<file path="src/rtl/pl_mmio_pkg.sv">
// Shared definitions for the memory-mapped GPIO/timer block.
// Holds the register word indices (addr[7:2]), the CTRL and STATUS bit
// positions and the CMP reset value, so CPU-side glue and benches can
// decode the map the same way the block does.
package pl_mmio_pkg;

  // Word index of each register inside the 256-byte window (addr[7:2]).
  typedef enum logic [5:0] {
    IDX_GPIO_OUT = 6'h00,  // byte offset 0x00
    IDX_GPIO_IN  = 6'h01,  // byte offset 0x04
    IDX_CTRL     = 6'h02,  // byte offset 0x08
    IDX_COUNT    = 6'h03,  // byte offset 0x0C
    IDX_CMP      = 6'h04,  // byte offset 0x10
    IDX_STATUS   = 6'h05   // byte offset 0x14
  } reg_idx_e;

  // CTRL layout
  localparam int CTRL_EN_BIT      = 0;
  localparam int CTRL_AUTOCLR_BIT = 1;
  localparam int CTRL_PRE_LSB     = 8;
  localparam int CTRL_PRE_MSB     = 15;

  // STATUS layout
  localparam int STATUS_MATCH_BIT = 0;  // write 1 to clear
  localparam int STATUS_IRQEN_BIT = 1;

  // CMP comes out of reset at the far end of the count range.
  localparam logic [31:0] CMP_RESET = 32'hFFFF_FFFF;

endpackage

</file>
<file path="src/rtl/pl_mmio_timer_if.sv">
// CPU data-port view of the MMIO block.
//   we      - write strobe (MEM-stage store)
//   addr    - byte address; bits [1:0] are ignored by the block
//   datain  - store data
//   dataout - combinational read data, 0 outside the window
//   hit     - address falls inside the block's window
interface pl_mmio_timer_if;
  logic        we;
  logic [31:0] addr;
  logic [31:0] datain;
  logic [31:0] dataout;
  logic        hit;

  modport master (output we, addr, datain, input dataout, hit);
  modport slave  (input we, addr, datain, output dataout, hit);
endinterface

</file>
<file path="src/rtl/pl_timer_core.sv">
// Prescaler plus 32-bit up-counter with compare.
//   en        - run the prescaler; when low COUNT holds and pcnt returns to 0
//   pre       - prescale value; a tick fires when pcnt == pre (pre=0: every cycle)
//   restart   - force pcnt back to 0 (software changed pre)
//   load      - load COUNT from load_val; takes priority over a tick
//   cmp       - compare value
//   autoclr   - on a matching tick, COUNT reloads 0 instead of incrementing
//   count     - current COUNT
//   match     - one-cycle pulse: tick while COUNT == cmp
module pl_timer_core (
  input  logic        clk,
  input  logic        clrn,
  input  logic        en,
  input  logic [7:0]  pre,
  input  logic        restart,
  input  logic        load,
  input  logic [31:0] load_val,
  input  logic [31:0] cmp,
  input  logic        autoclr,
  output logic [31:0] count,
  output logic        match
);

  logic [7:0]  pcnt_q, pcnt_d;
  logic [31:0] count_q, count_d;
  logic        tick;

  assign tick  = en && (pcnt_q == pre);
  assign match = tick && (count_q == cmp);
  assign count = count_q;

  always_comb begin
    pcnt_d = (!en || restart || tick) ? 8'd0 : pcnt_q + 8'd1;

    count_d = count_q;
    if (load) begin
      count_d = load_val;
    end else if (tick) begin
      // Increment wraps naturally at 2^32.
      count_d = (match && autoclr) ? 32'd0 : count_q + 32'd1;
    end
  end

  // NOTE: state registers use non-blocking assignments so every flop samples
  // the pre-edge values, independent of statement order.
  always_ff @(posedge clk or negedge clrn) begin
    if (!clrn) begin
      pcnt_q  <= '0;
      count_q <= '0;
    end else begin
      pcnt_q  <= pcnt_d;
      count_q <= count_d;
    end
  end

endmodule

</file>
<file path="src/rtl/pl_mmio_timer.sv">
// Memory-mapped GPIO and timer peripheral.
//   clk, clrn  - clock and asynchronous active-low reset
//   bus        - CPU data port (we/addr/datain in, dataout/hit out)
//   gpio_in    - asynchronous pins, read through a 2-flop synchroniser
//   gpio_out   - registered outputs written via GPIO_OUT
//   irq        - match_flag AND irq_en
// Register decode and the synchroniser live here; counting is in pl_timer_core.
module pl_mmio_timer
  import pl_mmio_pkg::*;
#(
  parameter logic [23:0] IO_BASE = 24'h00FFFF,
  parameter int          GPIO_W  = 8
) (
  input  logic              clk,
  input  logic              clrn,
  pl_mmio_timer_if.slave    bus,
  input  logic [GPIO_W-1:0] gpio_in,
  output logic [GPIO_W-1:0] gpio_out,
  output logic              irq
);

  logic [GPIO_W-1:0] gpio_out_q, gpio_out_d;
  logic [GPIO_W-1:0] sync1_q, sync2_q;
  logic              en_q, en_d;
  logic              autoclr_q, autoclr_d;
  logic [7:0]        pre_q, pre_d;
  logic [31:0]       cmp_q, cmp_d;
  logic              match_flag_q, match_flag_d;
  logic              irq_en_q, irq_en_d;

  logic [5:0]  idx;
  logic        wr;
  logic        load;
  logic        restart;
  logic [31:0] count;
  logic        match;
  logic        unused_ok;

  assign bus.hit   = (bus.addr[31:8] == IO_BASE);
  assign idx       = bus.addr[7:2];
  assign wr        = bus.we && bus.hit;
  assign load      = wr && (idx == IDX_COUNT);
  assign restart   = wr && (idx == IDX_CTRL) &&
                     (bus.datain[CTRL_PRE_MSB:CTRL_PRE_LSB] != pre_q);
  assign unused_ok = &{1'b0, bus.addr[1:0]};

  assign gpio_out = gpio_out_q;
  assign irq      = match_flag_q && irq_en_q;

  pl_timer_core u_core (
    .clk      (clk),
    .clrn     (clrn),
    .en       (en_q),
    .pre      (pre_q),
    .restart  (restart),
    .load     (load),
    .load_val (bus.datain),
    .cmp      (cmp_q),
    .autoclr  (autoclr_q),
    .count    (count),
    .match    (match)
  );

  // Register writes.
  // NOTE: every variable assigned here gets a default first so no path
  // leaves it unassigned, which would otherwise infer a latch.
  always_comb begin
    gpio_out_d   = gpio_out_q;
    en_d         = en_q;
    autoclr_d    = autoclr_q;
    pre_d        = pre_q;
    cmp_d        = cmp_q;
    irq_en_d     = irq_en_q;
    match_flag_d = match_flag_q;

    if (wr) begin
      case (idx)
        IDX_GPIO_OUT: gpio_out_d = bus.datain[GPIO_W-1:0];
        IDX_CTRL: begin
          en_d      = bus.datain[CTRL_EN_BIT];
          autoclr_d = bus.datain[CTRL_AUTOCLR_BIT];
          pre_d     = bus.datain[CTRL_PRE_MSB:CTRL_PRE_LSB];
        end
        IDX_CMP:    cmp_d    = bus.datain;
        IDX_STATUS: irq_en_d = bus.datain[STATUS_IRQEN_BIT];
        default: ;
      endcase
    end

    // Clear first, then set, so a match on the same edge as W1C wins.
    if (wr && (idx == IDX_STATUS) && bus.datain[STATUS_MATCH_BIT]) begin
      match_flag_d = 1'b0;
    end
    if (match) begin
      match_flag_d = 1'b1;
    end
  end

  // Zero-latency read mux; unimplemented bits and unmapped offsets read 0.
  always_comb begin
    bus.dataout = '0;
    if (bus.hit) begin
      case (idx)
        IDX_GPIO_OUT: bus.dataout[GPIO_W-1:0] = gpio_out_q;
        IDX_GPIO_IN:  bus.dataout[GPIO_W-1:0] = sync2_q;
        IDX_CTRL: begin
          bus.dataout[CTRL_EN_BIT]                = en_q;
          bus.dataout[CTRL_AUTOCLR_BIT]           = autoclr_q;
          bus.dataout[CTRL_PRE_MSB:CTRL_PRE_LSB]  = pre_q;
        end
        IDX_COUNT:  bus.dataout = count;
        IDX_CMP:    bus.dataout = cmp_q;
        IDX_STATUS: begin
          bus.dataout[STATUS_MATCH_BIT] = match_flag_q;
          bus.dataout[STATUS_IRQEN_BIT] = irq_en_q;
        end
        default: ;
      endcase
    end
  end

  always_ff @(posedge clk or negedge clrn) begin
    if (!clrn) begin
      gpio_out_q   <= '0;
      sync1_q      <= '0;
      sync2_q      <= '0;
      en_q         <= 1'b0;
      autoclr_q    <= 1'b0;
      pre_q        <= '0;
      cmp_q        <= CMP_RESET;
      match_flag_q <= 1'b0;
      irq_en_q     <= 1'b0;
    end else begin
      gpio_out_q   <= gpio_out_d;
      sync1_q      <= gpio_in;
      sync2_q      <= sync1_q;
      en_q         <= en_d;
      autoclr_q    <= autoclr_d;
      pre_q        <= pre_d;
      cmp_q        <= cmp_d;
      match_flag_q <= match_flag_d;
      irq_en_q     <= irq_en_d;
    end
  end

endmodule

</file>
<file path="src/flat_wrapper.sv">
// flat-port wrapper written by rule: the top's interface ports become plain ports
module pl_mmio_timer_flat import pl_mmio_pkg::*;
#(
  parameter logic [23:0] IO_BASE = 24'h00FFFF,
  parameter int          GPIO_W  = 8
)
  (clk, clrn, gpio_in, gpio_out, irq, bus_we, bus_addr, bus_datain, bus_dataout, bus_hit);
  pl_mmio_timer_if bus_i ();
  input  logic clk;
  input  logic clrn;
  input  logic [GPIO_W-1:0] gpio_in;
  output logic [GPIO_W-1:0] gpio_out;
  output logic irq;
  input wire logic [$bits(bus_i.we)-1:0] bus_we;
  input wire logic [$bits(bus_i.addr)-1:0] bus_addr;
  input wire logic [$bits(bus_i.datain)-1:0] bus_datain;
  output wire logic [$bits(bus_i.dataout)-1:0] bus_dataout;
  output wire logic [$bits(bus_i.hit)-1:0] bus_hit;
  assign bus_i.we = bus_we;
  assign bus_i.addr = bus_addr;
  assign bus_i.datain = bus_datain;
  assign bus_dataout = bus_i.dataout;
  assign bus_hit = bus_i.hit;
  pl_mmio_timer #(.IO_BASE(IO_BASE), .GPIO_W(GPIO_W)) u_core (.clk(clk), .clrn(clrn), .bus(bus_i), .gpio_in(gpio_in), .gpio_out(gpio_out), .irq(irq));
endmodule
</file>
<file path="config.mk">
export PLATFORM = sky130hd
export DESIGN_NAME = pl_mmio_timer_flat
export DESIGN_NICKNAME = d
export VERILOG_FILES = /design/src/rtl/pl_mmio_pkg.sv /design/src/rtl/pl_mmio_timer_if.sv /design/src/rtl/pl_timer_core.sv /design/src/rtl/pl_mmio_timer.sv /design/src/flat_wrapper.sv
export SDC_FILE = /design/constraint.sdc
export NUM_CORES = 1
export LEC_CHECK = 0
export ABC_AREA = 1
export CAP_MARGIN = 20
export CORE_UTILIZATION = 49
export CTS_CLUSTER_SIZE = 25
export DETAILED_ROUTE_END_ITERATION = 12
export GPL_TIMING_DRIVEN = 0
export PLACE_DENSITY = 0.84
export SLEW_MARGIN = 30
export SYNTH_ARGS = -nofsm -noshare
export SYNTH_HDL_FRONTEND = slang
export SYNTH_SLANG_ARGS = --single-unit
</file>
<file path="constraint.sdc">
create_clock -name clk -period 2 [get_ports clk]
set_input_delay 0.3 -clock clk [delete_from_list [all_inputs] [get_ports clk]]
set_output_delay 0.3 -clock clk [all_outputs]
set_load 0.02 [all_outputs]
</file>
==> results.json <==
{
  "synth_edf_count": 0,
  "routed_wl_um": 24320,
  "critPathBufInv": 7,
  "antenna_cells": 0,
  "ant_nets": 0,
  "relSlewSlack_pct": 64.76,
  "synth-xor-area-share_pct": 4.177,
  "h-tree-depth": 3,
  "maxCapViolCount": 0,
  "multi_input_area_mm2": 0.004194,
  "avgViaCountPerCell": 5.356,
  "insertion_delay_ns": 0.36,
  "core_area_mm2": 0.01459,
  "vdd_drop_max_mv": 0.4071,
  "io_pins": 117,
  "first_pass_iters": 6,
  "wl_met2_um": 11550,
  "yosysSeqAreaShare_pct": 37.37,
  "synth_top_area_share_pct": 25.92,
  "p_per_area_mw_per_mm2": 460.4,
  "critPathTopFamily": "buffers and inverters",
  "status": "complete, no violations",
  "cp.required_ns": 1.70,
  "nets": 1370,
  "num_vias": 7937,
  "slowest_delay_ns": 0.20,
  "yosys_most_used_dff": "dfrtp_1",
  "finalHoldViolations": 0,
  "grt_pass1_vias": 7545,
  "regArea_mm2": 0.002746,
  "cts.sinks": 108,
  "fill_cells": 1230,
  "setup_viol": 0,
  "crit_fanout": 6,
  "die_w_um": 124.4,
  "yosysMostFrequentCell": "nand2_1",
  "yosys-top-cells-count": "nand2_1, nor2_1, inv_1, dfrtp_1, nand3_1",
  "fin_crit_sh_pct": 98.89,
  "wl_met3_um": 1941,
  "min_period_ns": 1.978,
  "cpMostUsedCell": "buf_4",
  "synth-seq-cells": 108,
  "intPower_uw": 3460,
  "netSwitchingPower_uw": 1035,
  "clk_pin_slew_ns": 0.07,
  "num_rows": 44,
  "grt_max_degree": 56,
  "min_path_type": "flop to flop",
  "critPathLaunchType": "input port",
  "cp_slowest_cell": "a41oi_2",
  "grt_pass1_wl_um": 37970,
  "clock_path_buffers": 2,
  "synthArstFlopShare_pct": 100.0,
  "swShare_pct": 23.02,
  "synthMuxAreaShare_pct": 0,
  "initial_utilization_pct": 50.30,
  "maxSlewViolCount": 0,
  "dp_hpwl_um": 17080,
  "worstSetupPathType": "input port to output port",
  "portBuffers": 114,
  "synth-compound-area-share_pct": 6.598,
  "skew_ns": 0.007941,
  "wl_met1_um": 9906,
  "synth_area_leader_cell": "dfrtp_1",
  "cts_root_buffer": "clkbuf_16",
  "synthSimpleGateAreaFrac_pct": 40.49,
  "syn_nets": 1220,
  "yosys-top-cells-area": "dfrtp_1, nand2_1, dfstp_2",
  "crit_chain": "buf_2 -> nor2_4 -> buf_4 -> nand3_4 -> inv_4 -> buf_12 -> buf_6 -> buf_4 -> nand2_1 -> a41oi_2 -> buf_4",
  "syn_avg_cell_area_um2": 6.420,
  "synth_top_family_by_area": "simple AND/OR/NAND/NOR gates",
  "drive_gt1_share_pct": 17.72,
  "critPathCaptureType": "output port",
  "power.share.sequential_pct": 49.1,
  "pwr-share-comb_pct": 6.7,
  "wl_per_cell_um": 16.41,
  "place.gp.congestion": 0.9212,
  "worst_pin_slew_ns": 0.5286,
  "dr.first_iter.drc_count": 699,
  "antenna_found_initial": 0,
  "cp.arrival_ns": 1.68,
  "cts_made_buffers": 9,
  "clock.fmax_mhz": 505.6,
  "fin_ws_ns": 0.02225,
  "gr-total-overflow": 0,
  "die-area_mm2": 0.01547,
  "netlist_area_mm2": 0.007338,
  "maxUsedRoutingLayer": "met4",
  "synthToLayoutAreaGrowth_pct": 33.04,
  "synth_warnings": 0,
  "route.detailed.drc": 0,
  "power.share.clock_pct": 44.2,
  "p_leak_uw": 0.004295,
  "dieHeight_um": 124.4,
  "synthCells": 1143,
  "synthAdderAreaFrac_pct": 0.3410,
  "synth_cell_types": 34,
  "place_ws_ns": -1.098,
  "cts_tree": "built",
  "p_total_uw": 4495,
  "grt_usage_pct": 31.11
}
## kinds of logic after synthesis
kind of cell,count (synthesis)
AOI/OAI and AO/OA,81
xor gates and xnor gates,35
adders and majority gates,2
buffers and inverters,190
DFF,108
and+or+nand+nor,727
## layer usage
layer,global-route usage [%],up-vias
li1,-,3822
met5,0,-
met4,13.61,0
met3,5.756,77
met2,51.02,387
met1,39.99,3651
## stage by stage
stage | area (um2) | std cells | hold slack (ns) | utilization (%) | TNS, ns
global placement | 8710 | 1441 | 0.3316 | 59.70 | -387.66
global route | 9763 | 1482 | 0.3587 | 66.92 | -0.06385
CTS | 9542 | 1477 | 0.3521 | 65.40 | 0
finish | 9763 | 1482 | 0.3490 | 66.92 | 0
detailed placement | 8738 | 1442 | 0.2896 | 59.90 | -56.44
floorplan | 7338 | 1143 | 0.004409 | - | 0
## final timing paths
path / slack, ns / end / cells past startpoint / start
min: 0.35 / u_core.sync2_q[2] / 0 / u_core.sync1_q[2]
max: 0.02 / bus_dataout[6] / 11 / bus_addr[7]
max reg2reg: 0.08 / u_core.u_core.count[14] / 10 / u_core.pre_q[1]
min in group asynchronous: 0.46 / u_core.irq_en_q / 2 / clrn
max in group asynchronous: 0.84 / u_core.cmp_q[29] / 3 / clrn
min reg2reg: 0.35 / u_core.sync2_q[2] / 0 / u_core.sync1_q[2]
## power by group through the flow
stage	sequential, uW	clock (uW)	combinational [uW]
final	2210	1990	300
after global routing	2210	2070	325
after CTS	2210	2000	285
after detailed placement	2250	0	275
after global placement	2250	0	266
after floorplan	2250	0	46.2
## cells in the final DEF, fill, tap and decap left out, types with 5 or more instances in the layout
master	instances
a22oi_1	18
a31oi_4	11
buf_12	8
buf_2	29
buf_4	29
buf_6	20
clkbuf_1	5
clkbuf_16	9
clkbuf_2	11
clkdlybuf4s15_1	17
clkdlybuf4s50_1	50
dfrtp_1	73
dfstp_2	32
dlygate4sd2_1	7
inv_1	130
inv_2	7
nand2_1	460
nand2_2	8
nand3_1	71
nand4_1	9
nor2_1	136
nor2_2	9
nor2_4	14
nor3_1	7
o21ai_0	19
o21ai_1	24
xnor2_1	15
xor2_1	18
## state kept, by name, summed over array words and instances (netlist names)
name / flops
u_core.autoclr_q: 1
u_core.cmp_q: 32
u_core.en_q: 1
u_core.gpio_out: 8
u_core.irq_en_q: 1
u_core.match_flag_q: 1
u_core.pre_q: 8
u_core.sync1_q: 8
u_core.sync2_q: 8
u_core.u_core.count: 32
u_core.u_core.pcnt_q: 8
## area by class of cell
class                           instances  area share, %
Tap cell                              184          2.358
Multi-Input combinational cell        846          42.96
Clock buffer                            9          2.307
Sequential cell                       108          28.13
Inverter                              139          5.421
Clock inverter                          7          1.012
Buffer                                 48          3.832
Timing Repair Buffer                  141          13.98
## timing repair
item,4_1_cts,5_1_grt
hold buffers,1,0
gates resized for setup,275,75
buffers inserted,15,7
gates cloned,3,1
endpoints found under the setup margin,42,83
endpoints found under the hold margin,36,0
pin swaps,26,23
No activity file was read; power rests on OpenSTA's default activity.
